**config.mk**
```make
export PLATFORM = sky130hd
export DESIGN_NAME = core_sequencer
export DESIGN_NICKNAME = d
export VERILOG_FILES = /design/src/rtl/core_pkg.sv /design/src/rtl/core_sequencer.sv
export SDC_FILE = /design/constraint.sdc
export NUM_CORES = 1
export LEC_CHECK = 0
export ABC_AREA = 1
export BUFFER_PORTS_ARGS = -buffer_cell sky130_fd_sc_hd__buf_2
export CORE_MARGIN = 2
export CORE_UTILIZATION = 50
export CTS_BUF_LIST = sky130_fd_sc_hd__clkbuf_8 sky130_fd_sc_hd__clkbuf_16
export DETAILED_ROUTE_END_ITERATION = 8
export PLACE_DENSITY = 0.85
export SYNTH_ARGS = -nofsm -noshare
export SYNTH_HDL_FRONTEND = slang
export SYNTH_SLANG_ARGS = --single-unit
```
**constraint.sdc**
```tcl
create_clock -name clk -period 1.6 [get_ports clk]
set_input_delay 0.16 -clock clk [delete_from_list [all_inputs] [get_ports clk]]
set_output_delay 0.16 -clock clk [all_outputs]
set_load 0.02 [all_outputs]
```
**src/rtl/core_pkg.sv**
```systemverilog
// Shared definitions for the 16-bit core control path: FSM state encoding,
// the halt opcode and the instruction field positions.
package core_pkg;

    typedef enum logic [2:0] {
        S_IDLE      = 3'd0,
        S_FETCH     = 3'd1,
        S_DECODE    = 3'd2,
        S_EXECUTE   = 3'd3,
        S_WRITEBACK = 3'd4,
        S_HALT      = 3'd5,
        S_STEP_WAIT = 3'd6
    } state_t;

    localparam logic [3:0] HALT_OP = 4'b1111;

    // Instruction layout: func3=[15:13] rs1=[12:10] rs2=[9:7] rd=[6:4] opcode=[3:0]
    localparam int FUNC3_LSB  = 13;
    localparam int FUNC3_W    = 3;
    localparam int RS1_LSB    = 10;
    localparam int RS1_W      = 3;
    localparam int RS2_LSB    = 7;
    localparam int RS2_W      = 3;
    localparam int RD_LSB     = 4;
    localparam int RD_W       = 3;
    localparam int OPCODE_LSB = 0;
    localparam int OPCODE_W   = 4;

endpackage

```
**src/rtl/core_sequencer.sv**
```systemverilog
// Multi-cycle control FSM for the 16-bit core: FETCH -> DECODE -> EXECUTE ->
// WRITEBACK per instruction. Owns PC, IR and the retired-instruction counter.
// Optional single-step mode is built when SEQ_STEP_EN is defined (adds the
// step input and the STEP_WAIT state).
//
// state       | meaning
// ------------+-----------------------------------------------------------
// S_IDLE      | stopped at an instruction boundary, waiting for run
// S_FETCH     | imem_req high, waiting for imem_valid to load IR
// S_DECODE    | dec_en high for DEC_CYCLES cycles (down-counter)
// S_EXECUTE   | exe_en high until exe_done (inclusive)
// S_WRITEBACK | one-cycle wb_en strobe; PC and retired advance at its end
// S_HALT      | halt opcode decoded; only rst leaves
// S_STEP_WAIT | (SEQ_STEP_EN) waiting for step after each instruction
module core_sequencer
    import core_pkg::*;
#(
    parameter int              PC_W        = 8,
    parameter logic [PC_W-1:0] RESET_PC    = '0,
    parameter int              DEC_CYCLES  = 2,
    parameter logic [3:0]      HALT_OPCODE = HALT_OP
) (
    input  logic            clk,
    input  logic            rst,
    input  logic            run,
`ifdef SEQ_STEP_EN
    input  logic            step,
`endif
    output logic            imem_req,
    output logic [PC_W-1:0] imem_addr,
    input  logic [15:0]     imem_ins,
    input  logic            imem_valid,
    output logic [15:0]     ir,
    output logic            dec_en,
    output logic            exe_en,
    input  logic            exe_done,
    output logic            wb_en,
    output logic [2:0]      wb_rd,
    output logic [PC_W-1:0] pc,
    output logic [15:0]     retired,
    output logic            halted
);

    // Counter is loaded with DEC_CYCLES-1 on fetch accept; decode ends at zero.
    localparam logic [2:0] DEC_LOAD = 3'(DEC_CYCLES - 1);

    state_t     state;
    state_t     state_nxt;
    logic [2:0] dec_cnt;

    assign imem_addr = pc;
    assign wb_rd     = ir[RD_LSB +: RD_W];

    // State, PC, IR, decode counter and retired count registers.
    always_ff @(posedge clk) begin
        if (rst) begin
            state   <= S_IDLE;
            pc      <= RESET_PC;
            ir      <= '0;
            retired <= '0;
            dec_cnt <= '0;
        end else begin
            state <= state_nxt;
            if (state == S_FETCH && imem_valid) begin
                ir      <= imem_ins;
                dec_cnt <= DEC_LOAD;
            end else if (state == S_DECODE && dec_cnt != 3'd0) begin
                dec_cnt <= dec_cnt - 3'd1;
            end
            if (state == S_WRITEBACK) begin
                pc      <= pc + PC_W'(1);
                retired <= retired + 16'd1;
            end
        end
    end

    // Next-state logic and Moore outputs decoded from the registered state.
    always_comb begin
        state_nxt = state;
        imem_req  = 1'b0;
        dec_en    = 1'b0;
        exe_en    = 1'b0;
        wb_en     = 1'b0;
        halted    = 1'b0;
        case (state)
            S_IDLE: begin
                if (run) state_nxt = S_FETCH;
            end
            S_FETCH: begin
                imem_req = 1'b1;
                if (imem_valid) state_nxt = S_DECODE;
            end
            S_DECODE: begin
                dec_en = 1'b1;
                if (dec_cnt == 3'd0) begin
                    if (ir[OPCODE_LSB +: OPCODE_W] == HALT_OPCODE) state_nxt = S_HALT;
                    else                                           state_nxt = S_EXECUTE;
                end
            end
            S_EXECUTE: begin
                exe_en = 1'b1;
                if (exe_done) state_nxt = S_WRITEBACK;
            end
            S_WRITEBACK: begin
                wb_en = 1'b1;
`ifdef SEQ_STEP_EN
                state_nxt = S_STEP_WAIT;
`else
                state_nxt = run ? S_FETCH : S_IDLE;
`endif
            end
            S_HALT: begin
                halted = 1'b1;
            end
`ifdef SEQ_STEP_EN
            S_STEP_WAIT: begin
                if (!run)      state_nxt = S_IDLE;
                else if (step) state_nxt = S_FETCH;
            end
`endif
            default: state_nxt = S_IDLE;
        endcase
    end

endmodule

```
==> results of run 1 <==
layout by cell type (no fill, tap or decap), drive strengths merged:
master  instances
nor3            9
dfxtp          46
inv            36
clkbuf          5
nand3          11
o21ai          27
xor2            2
nand2          59
buf            81
o21a            1
a211oi          2
ha              4
nand4           8
a21oi          15
clkinv          1
nor2           79
power by group through the flow:
stage	registers [mW]	logic (mW)	clock network, mW
after floorplan	1.63	0.771	0
after global placement	1.51	1.13	0
after detailed placement	1.51	1.16	0
after CTS	1.50	1.17	0.663
after global routing	1.53	1.31	0.709
final	1.50	1.17	0.643
routing by layer:
metal  up-vias  global-route usage  part of all wire
li1       1133                   -                 -
met1       998               0.237              0.43
met2        83               0.358              0.49
met3         5              0.0556             0.073
met4         0              0.0377            0.0071
met5         -                   0                 0
worst min path at each step:
stage	from	to	slack [ns]	cells past startpoint
after global routing	imem_ins[7]	ir[7]	0.09	3
after CTS	imem_ins[4]	ir[4]	0.09	3
after global placement	imem_ins[1]	ir[1]	0.38	3
after floorplan	imem_ins[0]	ir[0]	0.29	2
final	imem_ins[10]	ir[10]	0.09	3
after detailed placement	imem_ins[4]	ir[4]	0.39	3
timing repair:
| action | 4_1_cts | 5_1_grt |
|---|---|---|
| hold buffers | 0 | 0 |
| buffers inserted | 0 | 0 |
| gates resized for setup | 2 | 1 |
| setup endpoints to repair | 1 | 1 |
state kept, by name (all words and copies together), names as in the netlist:
register and cells:
dec_cnt 3, imem_addr 8, ir 16, retired 16, state 3
area by class of cell:
cell class,count,share of cell area
multi-input combinational,217,0.391
sequential,46,0.348
timing repair buffer,81,0.157
inverter,35,0.0504
clock buffer,5,0.0259
tap,52,0.0245
clock inverter,2,0.00283
critical path: stages (launching register included):
cell and delay (ns):
sky130_fd_sc_hd__dfxtp_2 0.38, sky130_fd_sc_hd__nor2_4 0.17, sky130_fd_sc_hd__nand2_4 0.11, sky130_fd_sc_hd__buf_4 0.18
sky130_fd_sc_hd__inv_2 0.08, sky130_fd_sc_hd__buf_2 0.16
through the flow:
step	total power, mW	setup slack, ns	std cells
2_1_floorplan	2.40	0.223	317
3_3_place_gp	2.64	0.262	431
3_5_place_dp	2.67	0.149	431
4_1_cts	3.33	0.0352	438
5_1_grt	3.55	0.00600	438
6_report	3.31	0.0819	438
cells by family after synthesis:
family                   after synthesis
AO/OA/AOI/OAI                         45
XOR/XNOR                               2
adder cells (fa/ha/maj)                4
buffers and inverters                 54
flip-flops                            46
AND/OR/NAND/NOR                      166
==> parameters.txt, run 1 <==
Parameter                              Value

Clock network
  CTS H-Tree Depth    2
  Clock buffer count from CTS    5
  Clock latency at the later pin of the worst-skew pair    between 0.2 and 0.3 ns
  CTS tree    built
  Number of clock sinks    46
  Max clock buf depth    2
  Library cell used as clock root buffer    sky130_fd_sc_hd__clkbuf_8
  Clock slew at the register clock pins of the worst setup and hold paths    around 0.07 ns

Synth
  Largest cells by area after synthesis    sky130_fd_sc_hd__dfxtp_1, sky130_fd_sc_hd__nor2_1, sky130_fd_sc_hd__nand2_1
  Yosys warning count    0
  Dominant cell type by area after synthesis    sky130_fd_sc_hd__dfxtp_1
  Post-Synth XOR/XNOR Area    0.00785
  Average cell area after synthesis    7.04 sq um
  Portion of netlist area occupied by mux cells    0
  Area share of the largest cell type after synthesis    0.413
  Total nets after synthesis    342
  Number of library cell types mapped by synthesis    27
  Compound-Gate Fraction of Synth Area    0.104
  Top cell types by occurrence after synthesis    sky130_fd_sc_hd__nor2_1, sky130_fd_sc_hd__nand2_1, sky130_fd_sc_hd__dfxtp_1, sky130_fd_sc_hd__inv_1, sky130_fd_sc_hd__o21ai_0
  Post-Synthesis Cells    317
  Combinational family with the most area after synthesis    simple AND/OR/NAND/NOR gates
  Basic-gate share of the synthesized area counting and, or, nand and nor cells    0.329
  Post-synth design cell area    0.00223 sq mm
  Adder-cell share of the synthesized area    0.0224
  EDFF count, synth    0
  Fraction of synthesis flops using an asynchronous set or reset pin    0
  Portion of the post-synthesis area used by sequential elements    0.413
  Most numerous cell in the Yosys netlist    sky130_fd_sc_hd__nor2_1
  Most frequently used flop master after synthesis    sky130_fd_sc_hd__dfxtp_1
  Number of register bits inferred by synthesis    46

Detailed routing
  Detailed router's first-iteration violation count    86
  Detail-routed via count per cell    5.07
  Number of optimization iterations in the first detailed-route pass    4
  Count of nets left with antenna violations after detail routing    0
  Wirelength, routed    4.80 mm
  Total vias in the final route    2219
  Routed WL per cell    11.0 microns
  Number of DRC violations after detailed routing    0

Critical path
  R2R Path Start    state[1]
  Crit path launch type    flop
  Biggest fanout along the worst timing path    8
  Category of the worst setup path capture point    primary output
  Endpoint of the most critical register-to-register path    dec_cnt[0]
  Category of the critical setup timing path    reg2out
  Worst R2R Setup Slack    0.23 ns
  Data required time at the worst endpoint    1.44 ns
  Crit. Startpoint    state[0]
  Critical path endpoint    wb_en
  Worst Path Arrival    1.36 ns
  Worst-case reg-to-reg path depth    7

Floorplan
  Die Span Y    70.8 microns
  Starting Density    0.516
  Placeable core region    0.00432 sq mm
  I/O pin cnt    77
  Die Outline Area    0.00501 sq mm
  Core Rows    24
  Chip width    roughly 71 microns

Pwr
  Sw frac    0.392
  Logic pwr share    0.352
  Sequential cell fraction of total power    0.454
  VDD IR max    around 0.67 mV
  Leakage power summed over all cells    1.36 nW
  P_int    2.01 mW
  Net switching power of the design    ~1.3 mW
  Cell area power density    1250 mW/mm^2
  Clk pwr share    0.194

Finish
  Number of diodes    0
  Area of the multi-input gates    0.00104 sq mm
  Sequential Area    around 920 sq um
  Nets    411
  Layout Area Growth over Synthesis    19.0%
  Final cell area excluding filler cells    0.00266 sq mm
  Share of cells above drive strength 1    0.272
  Utilization after layout    0.614
  Number of fill cells    407

Timing
  Fin crit share    0.949
  Fmax    659 MHz
  Number of endpoints failing setup at the final stage    0
  Setup Total Neg Slack    0 ns
  Slew at the pin closest to its max-slew limit    0.382 ns
  Smallest hold slack    0.0934 ns
  Number of hold violations in the final report    0
  Worst rel slew slack    0.744
  Final worst path period need    approximately 1.5 ns
  Unrepaired setup endpoints after global routing    false
  Final max-slew violation count    0
  Worst clock skew    0.00716 ns

GRT
  First-pass GRT wire length    8.21 mm
  Antenna violations before repair    0
  Pin count of the biggest net entering global routing    22
  Total GRT Usage    0.199
  Final global-route overflow total    0
  Number of global-route vias before repair    2008

Placement
  Buffers added on ports    76
  Detailed Place HPWL    between 3 and 4 mm
  Final weighted congestion in routability-driven placement    0.847
  Cell area after placement    about 0.0026 sq mm

Status
  Run status    completed

Flow run
  Number of max-cap violations    0

Worst hold path
  Classification of the worst-slack hold path    in2reg
Note: power is estimated with default switching activity, not from simulation.
==> inputs of run 2 (changes only) <==
- ABC_AREA: 1 -> not set
- CORE_UTILIZATION: 50 -> 48
- PLACE_DENSITY: 0.85 -> 0.83
==> parameters.txt, run 2 <==
Parameter                              Value

Worst hold path
  Classification of the worst-slack hold path    in2reg

Placement
  Final weighted congestion in routability-driven placement    roughly 0.82
  Cell area after placement    ~0.0025 sq mm
  Buffers added on ports    76
  Worst setup timing slack at the placement stage    -0.0358 ns
  Cell total after placement    ~370
  Detailed Place HPWL    3.33 mm

Critical path
  Family of cells with the greatest summed delay on the critical path    simple AND/OR/NAND/NOR gates
  Crit path launch type    flop
  CP cell instances    buf_6, and4bb_4, nand2_2, or4_4, a21oi_2
  Buffer and inverter count on the worst path    1
  Category of the worst setup path capture point    flop
  Category of the critical setup timing path    reg2reg
  Worst Path Arrival    roughly 1.8 ns
  Slowest stage cell on the critical path    sky130_fd_sc_hd__or4_4
  Biggest fanout along the worst timing path    5
  Crit-path max cell delay    roughly 0.5 ns
  Data required time at the worst endpoint    1.84 ns

Timing
  Final max-slew violation count    0
  Final worst path period need    1.57 ns
  Worst clock skew    0.00468 ns
  Fmax    roughly 640 MHz
  Number of endpoints failing setup at the final stage    0
  Unrepaired setup endpoints after global routing    true
  Least setup slack across all paths after layout    0.0267 ns
  Fin crit share    0.983
  Worst rel slew slack    0.631
  Slew at the pin closest to its max-slew limit    0.554 ns
  Setup Total Neg Slack    0 ns
  Number of hold violations in the final report    0

Floorplan
  Starting Density    0.505
  Die Outline Area    roughly 0.0048 sq mm
  I/O pin cnt    77
  Chip width    69.1 microns
  Core Rows    23
  Placeable core region    0.00403 sq mm
  Die Span Y    69.1 microns

Finish
  Number of diodes    0
  Most frequent cells in the layout    sky130_fd_sc_hd__buf_2, sky130_fd_sc_hd__nand2_1, sky130_fd_sc_hd__dfxtp_1, sky130_fd_sc_hd__buf_4, sky130_fd_sc_hd__nor2_1
  Final cell area excluding filler cells    ~0.0028 sq mm
  Layout Area Growth over Synthesis    36.8%
  Number of fill cells    333
  Most frequent standard cell in the layout excluding fill and tap cells    sky130_fd_sc_hd__buf_2
  Share of cells above drive strength 1    0.425
  Nets    roughly 360
  Layout Cells excl Fill    389

Synth
  Yosys warning count    0
  Post-synth design cell area    0.00203 sq mm
  Area share of the largest cell type after synthesis    0.453
  Number of register bits inferred by synthesis    46
  Post-Synthesis Cells    244
  Top cell types by occurrence after synthesis    sky130_fd_sc_hd__dfxtp_1, sky130_fd_sc_hd__nand2_1, sky130_fd_sc_hd__a21oi_1, sky130_fd_sc_hd__nor2_1
  Most numerous cell in the Yosys netlist    sky130_fd_sc_hd__dfxtp_1
  Fraction of synthesis flops using an asynchronous set or reset pin    0
  EDFF count, synth    0
  Number of library cell types mapped by synthesis    34
  Dominant cell type by area after synthesis    sky130_fd_sc_hd__dfxtp_1
  Most frequently used flop master after synthesis    sky130_fd_sc_hd__dfxtp_1
  Total nets after synthesis    269
  Largest cells by area after synthesis    sky130_fd_sc_hd__dfxtp_1, sky130_fd_sc_hd__nand2_1, sky130_fd_sc_hd__a21oi_1
  Average cell area after synthesis    8.33 sq um
  Portion of the post-synthesis area used by sequential elements    0.453

Detailed routing
  Count of nets left with antenna violations after detail routing    0
  Routed WL per cell    12.7 microns
  Detailed router's first-iteration violation count    122
  Total vias in the final route    2021
  Top metal layer carrying routed signals    met4
  Wire length on met3    340 microns
  Total length of routed met2 wires    2.41 mm
  Number of optimization iterations in the first detailed-route pass    4
  Number of DRC violations after detailed routing    0
  Wirelength, routed    4.94 mm
  Length of routed wiring on met1    2.12 mm
  Detail-routed via count per cell    5.20

Clock network
  Number of buffers inserted for hold repair after clock tree synthesis    0
  Library cell used as clock root buffer    sky130_fd_sc_hd__clkbuf_8
  CTS H-Tree Depth    2
  Number of clock sinks    46
  CTS tree    built
  Clock buffer count from CTS    5
  Clock slew at the register clock pins of the worst setup and hold paths    roughly 0.08 ns
  Max clock buf depth    2
  Clock latency at the later pin of the worst-skew pair    0.30 ns

Flow run
  Number of max-cap violations    0

GRT
  Pin count of the biggest net entering global routing    28
  First-pass GRT wire length    roughly 7.9 mm
  Number of global-route vias before repair    1891
  Total GRT Usage    0.198
  Final global-route overflow total    0
  Antenna violations before repair    0

Pwr
  Leakage power summed over all cells    1.27 nW
  VDD IR max    0.638 mV
  Power after layout    2.16 mW
  Cell area power density    777 mW/mm^2

Status
  Run status    completed
run 2: cell type report:
class / instances / area (sq um) / share of cell area
inverter: 7 / 26.3 / 0.00945
clock inverter: 2 / 8.76 / 0.00315
timing repair buffer: 108 / 626 / 0.225
tap: 50 / 62.6 / 0.0225
sequential: 46 / 948 / 0.341
multi-input combinational: 170 / 1030 / 0.369
clock buffer: 6 / 82.6 / 0.0297
run 2: path summary, 6_finish.rpt:
path              slack, ns          end  cells past startpoint        start
hold reg to reg        0.46       ir[14]                      2       ir[14]
hold / removal         0.09        ir[5]                      3  imem_ins[5]
setup / recovery       0.03  retired[13]                      5     state[1]
setup reg to reg       0.03  retired[13]                      5     state[1]
run 2: worst reg2reg max path, stage by stage, from the launching register on:
cell and delay, ns:
sky130_fd_sc_hd__dfxtp_2 0.34, sky130_fd_sc_hd__buf_6 0.12, sky130_fd_sc_hd__and4bb_4 0.37, sky130_fd_sc_hd__nand2_2 0.06, sky130_fd_sc_hd__or4_4 0.51, sky130_fd_sc_hd__a21oi_2 0.12
run 2: logic make-up (layout without fill, tap and decap cells):
| kind of cell | count (synthesis) | count (layout) | synth area share |
|---|---|---|---|
| flip-flops | 46 | 46 | 0.453 |
| multiplexers | 3 | 3 | 0.0154 |
| adder cells (fa/ha/maj) | 4 | 4 | 0.0246 |
| buffers and inverters | 28 | 123 | 0.0726 |
| XOR/XNOR | 17 | 17 | 0.0732 |
| AO/OA/AOI/OAI | 38 | 38 | 0.103 |
| AND/OR/NAND/NOR | 108 | 108 | 0.258 |
run 2: what timing repair did:
item                                    CTS  global route
buffers inserted                          1            10
gates cloned                              0             1
gates resized for setup                   5            16
pin swaps                                 4            11
endpoints found under the setup margin    5             8
run 2: per-layer routing:
| layer | vias up | GRT usage |
|---|---|---|
| met4 | 0 | 0.0697 |
| li1 | 1005 | - |
| met2 | 72 | 0.341 |
| met3 | 5 | 0.0614 |
| met1 | 939 | 0.231 |
| met5 | - | 0 |
run 2: power breakdown:
group	total, mW	switching (mW)	internal (mW)
Combinational	0.256	0.151	0.105
Sequential	1.18	0.0169	1.17
Clock	0.723	0.380	0.343
run 2: metrics by stage:
step           utilization  hold WS, ns
6_report             0.690       0.0903
2_1_floorplan            -        0.296
5_1_grt              0.690       0.0913
3_3_place_gp         0.629        0.400
3_5_place_dp         0.629        0.407
4_1_cts              0.659       0.0850
==> inputs of run 3 (changes only) <==
- CORE_UTILIZATION: 48 -> 52
- HOLD_SLACK_MARGIN: not set -> 0.15
- PLACE_DENSITY: 0.83 -> not set
- PLACE_DENSITY_LB_ADDON: not set -> 0.15
- clock period: 1.6 -> 1.83 ns (I/O delays scaled with it)
==> parameters.txt, run 3 (same netlist as run 2, synthesis figures left out) <==
Parameter                              Value

Status
  Run status    completed

Finish
  Number of fill cells    303
  Most frequent cells in the layout    sky130_fd_sc_hd__buf_2, sky130_fd_sc_hd__dfxtp_1, sky130_fd_sc_hd__nand2_1, sky130_fd_sc_hd__nor2_1, sky130_fd_sc_hd__a21oi_1
  Final cell area excluding filler cells    0.00268 sq mm
  Layout Area Growth over Synthesis    31.8%
  Share of cells above drive strength 1    0.296
  Nets    359
  Most frequent standard cell in the layout excluding fill and tap cells    sky130_fd_sc_hd__buf_2
  Number of diodes    0

Placement
  Worst setup timing slack at the placement stage    0.116 ns
  Final weighted congestion in routability-driven placement    0.826
  Cell area after placement    approximately 0.0024 sq mm
  Detailed Place HPWL    2.96 mm
  Buffers added on ports    between 70 and 80

Detailed routing
  Count of nets left with antenna violations after detail routing    0
  Total vias in the final route    slightly below 2000
  Routed WL per cell    11.6 microns
  Wirelength, routed    4.43 mm
  Number of DRC violations after detailed routing    0
  Detailed router's first-iteration violation count    129
  Detail-routed via count per cell    5.07
  Number of optimization iterations in the first detailed-route pass    4

GRT
  Final global-route overflow total    0
  Antenna violations before repair    0
  First-pass GRT wire length    roughly 7.5 mm
  Pin count of the biggest net entering global routing    37
  Total GRT Usage    0.216
  Number of global-route vias before repair    1734

Timing
  Setup Total Neg Slack    0 ns
  Worst rel slew slack    0.574
  Fmax    587 MHz
  Unrepaired setup endpoints after global routing    false
  Slew at the pin closest to its max-slew limit    between 0.6 and 0.7 ns
  Least setup slack across all paths after layout    0.127 ns
  Number of endpoints failing setup at the final stage    0
  Final worst path period need    1.70 ns
  Worst clock skew    0.0105 ns
  Final max-slew violation count    0
  Number of hold violations in the final report    0
  Fin crit share    0.931

Critical path
  Worst R2R Setup Slack    0.13 ns
  R2R Path Start    retired[8]
  Endpoint of the most critical register-to-register path    retired[15]
  Worst Path Arrival    roughly 1.9 ns
  Worst-case reg-to-reg path depth    4
  Data required time at the worst endpoint    2.04 ns
  Category of the worst setup path capture point    flop
  Category of the critical setup timing path    reg2reg
  Biggest fanout along the worst timing path    5
  Crit path launch type    flop

Clock network
  Post-CTS setup buffers    0
  Library cell used as clock root buffer    sky130_fd_sc_hd__clkbuf_8
  Number of clock sinks    46
  Clock latency at the later pin of the worst-skew pair    0.29 ns
  Clock slew at the register clock pins of the worst setup and hold paths    roughly 0.08 ns
  Clock buffer count from CTS    5
  CTS tree    built
  CTS H-Tree Depth    2
  Max clock buf depth    2

Pwr
  Leakage power summed over all cells    1.21 nW
  Cell area power density    between 600 and 700 mW/mm^2
  Power after layout    roughly 1.8 mW
  VDD IR max    about 0.55 mV

Worst hold path
  Worst Hold End    state[0]
  Classification of the worst-slack hold path    in2reg
  Startpoint of the tightest hold check path    exe_done
  Depth of the worst hold-timing path    4

Floorplan
  Die Outline Area    0.00443 sq mm
  I/O pin cnt    77
  Core Rows    22
  Chip width    66.5 microns
  Die Span Y    66.5 microns
  Starting Density    0.547
  Placeable core region    0.00372 sq mm

Flow run
  Number of max-cap violations    0
## run 3: changes by cell type in the layout (fill, tap and decap cells not counted), moves of 4 or more
cell	change
sky130_fd_sc_hd__dfxtp_1	+13
sky130_fd_sc_hd__dfxtp_4	-4
sky130_fd_sc_hd__dlygate4sd3_1	+16
sky130_fd_sc_hd__buf_4	-17
sky130_fd_sc_hd__dfxtp_2	-9
## run 3: per-layer routing
| metal | up-vias | global-route usage | share of wire |
|---|---|---|---|
| met3 | 5 | 0.0524 | 0.053 |
| li1 | 994 | - | - |
| met4 | 0 | 0.0714 | 0.0081 |
| met5 | - | 0 | 0 |
| met2 | 52 | 0.365 | 0.49 |
| met1 | 884 | 0.268 | 0.45 |
## run 3: area by class of cell
class,instances,area (sq um),area share
sequential,46,922,0.344
clock buffer,5,68.8,0.0257
inverter,7,26.3,0.00980
tap,48,60.1,0.0224
timing repair buffer,104,631,0.235
clock inverter,2,7.51,0.00280
multi-input combinational,170,965,0.360
## run 3: critical path: stages (launching register included)
cell and delay (ns):
sky130_fd_sc_hd__dfxtp_1 0.40, sky130_fd_sc_hd__nand4_1 0.18, sky130_fd_sc_hd__or4_4 0.56, sky130_fd_sc_hd__or3_1 0.35, sky130_fd_sc_hd__a21oi_1 0.14
## run 3: how the worst max path moves through the flow
stage,startpoint,endpoint,slack (ns),cells past startpoint
floorplan,retired[4],retired[15],0.06,4
global placement,state[2],retired[15],0.16,4
detailed placement,state[2],retired[15],0.12,4
CTS,state[2],retired[15],0.09,4
global route,retired[6],retired[15],0.0006,4
finish,retired[8],retired[15],0.13,4
## run 3: timing repair
action                     CTS  global route
setup endpoints to repair    0             1
hold buffers                16             0
resized for setup            0             1
hold endpoints to repair    16             0
## run 3: power by group
part,leakage [nW],internal [mW],switching [mW]
combinational,0.787,0.0986,0.122
clock,0.0466,0.252,0.307
sequential,0.373,1.02,0.0161
total,1.21,1.38,0.446
## run 3: metrics by stage
| stage | std cells | utilization | hold slack (ns) |
|---|---|---|---|
| floorplan | 244 | - | 0.319 |
| global placement | 359 | 0.657 | 0.422 |
| detailed placement | 359 | 0.657 | 0.430 |
| CTS | 382 | 0.721 | 0.199 |
| global route | 382 | 0.721 | 0.213 |
| finish | 382 | 0.721 | 0.202 |
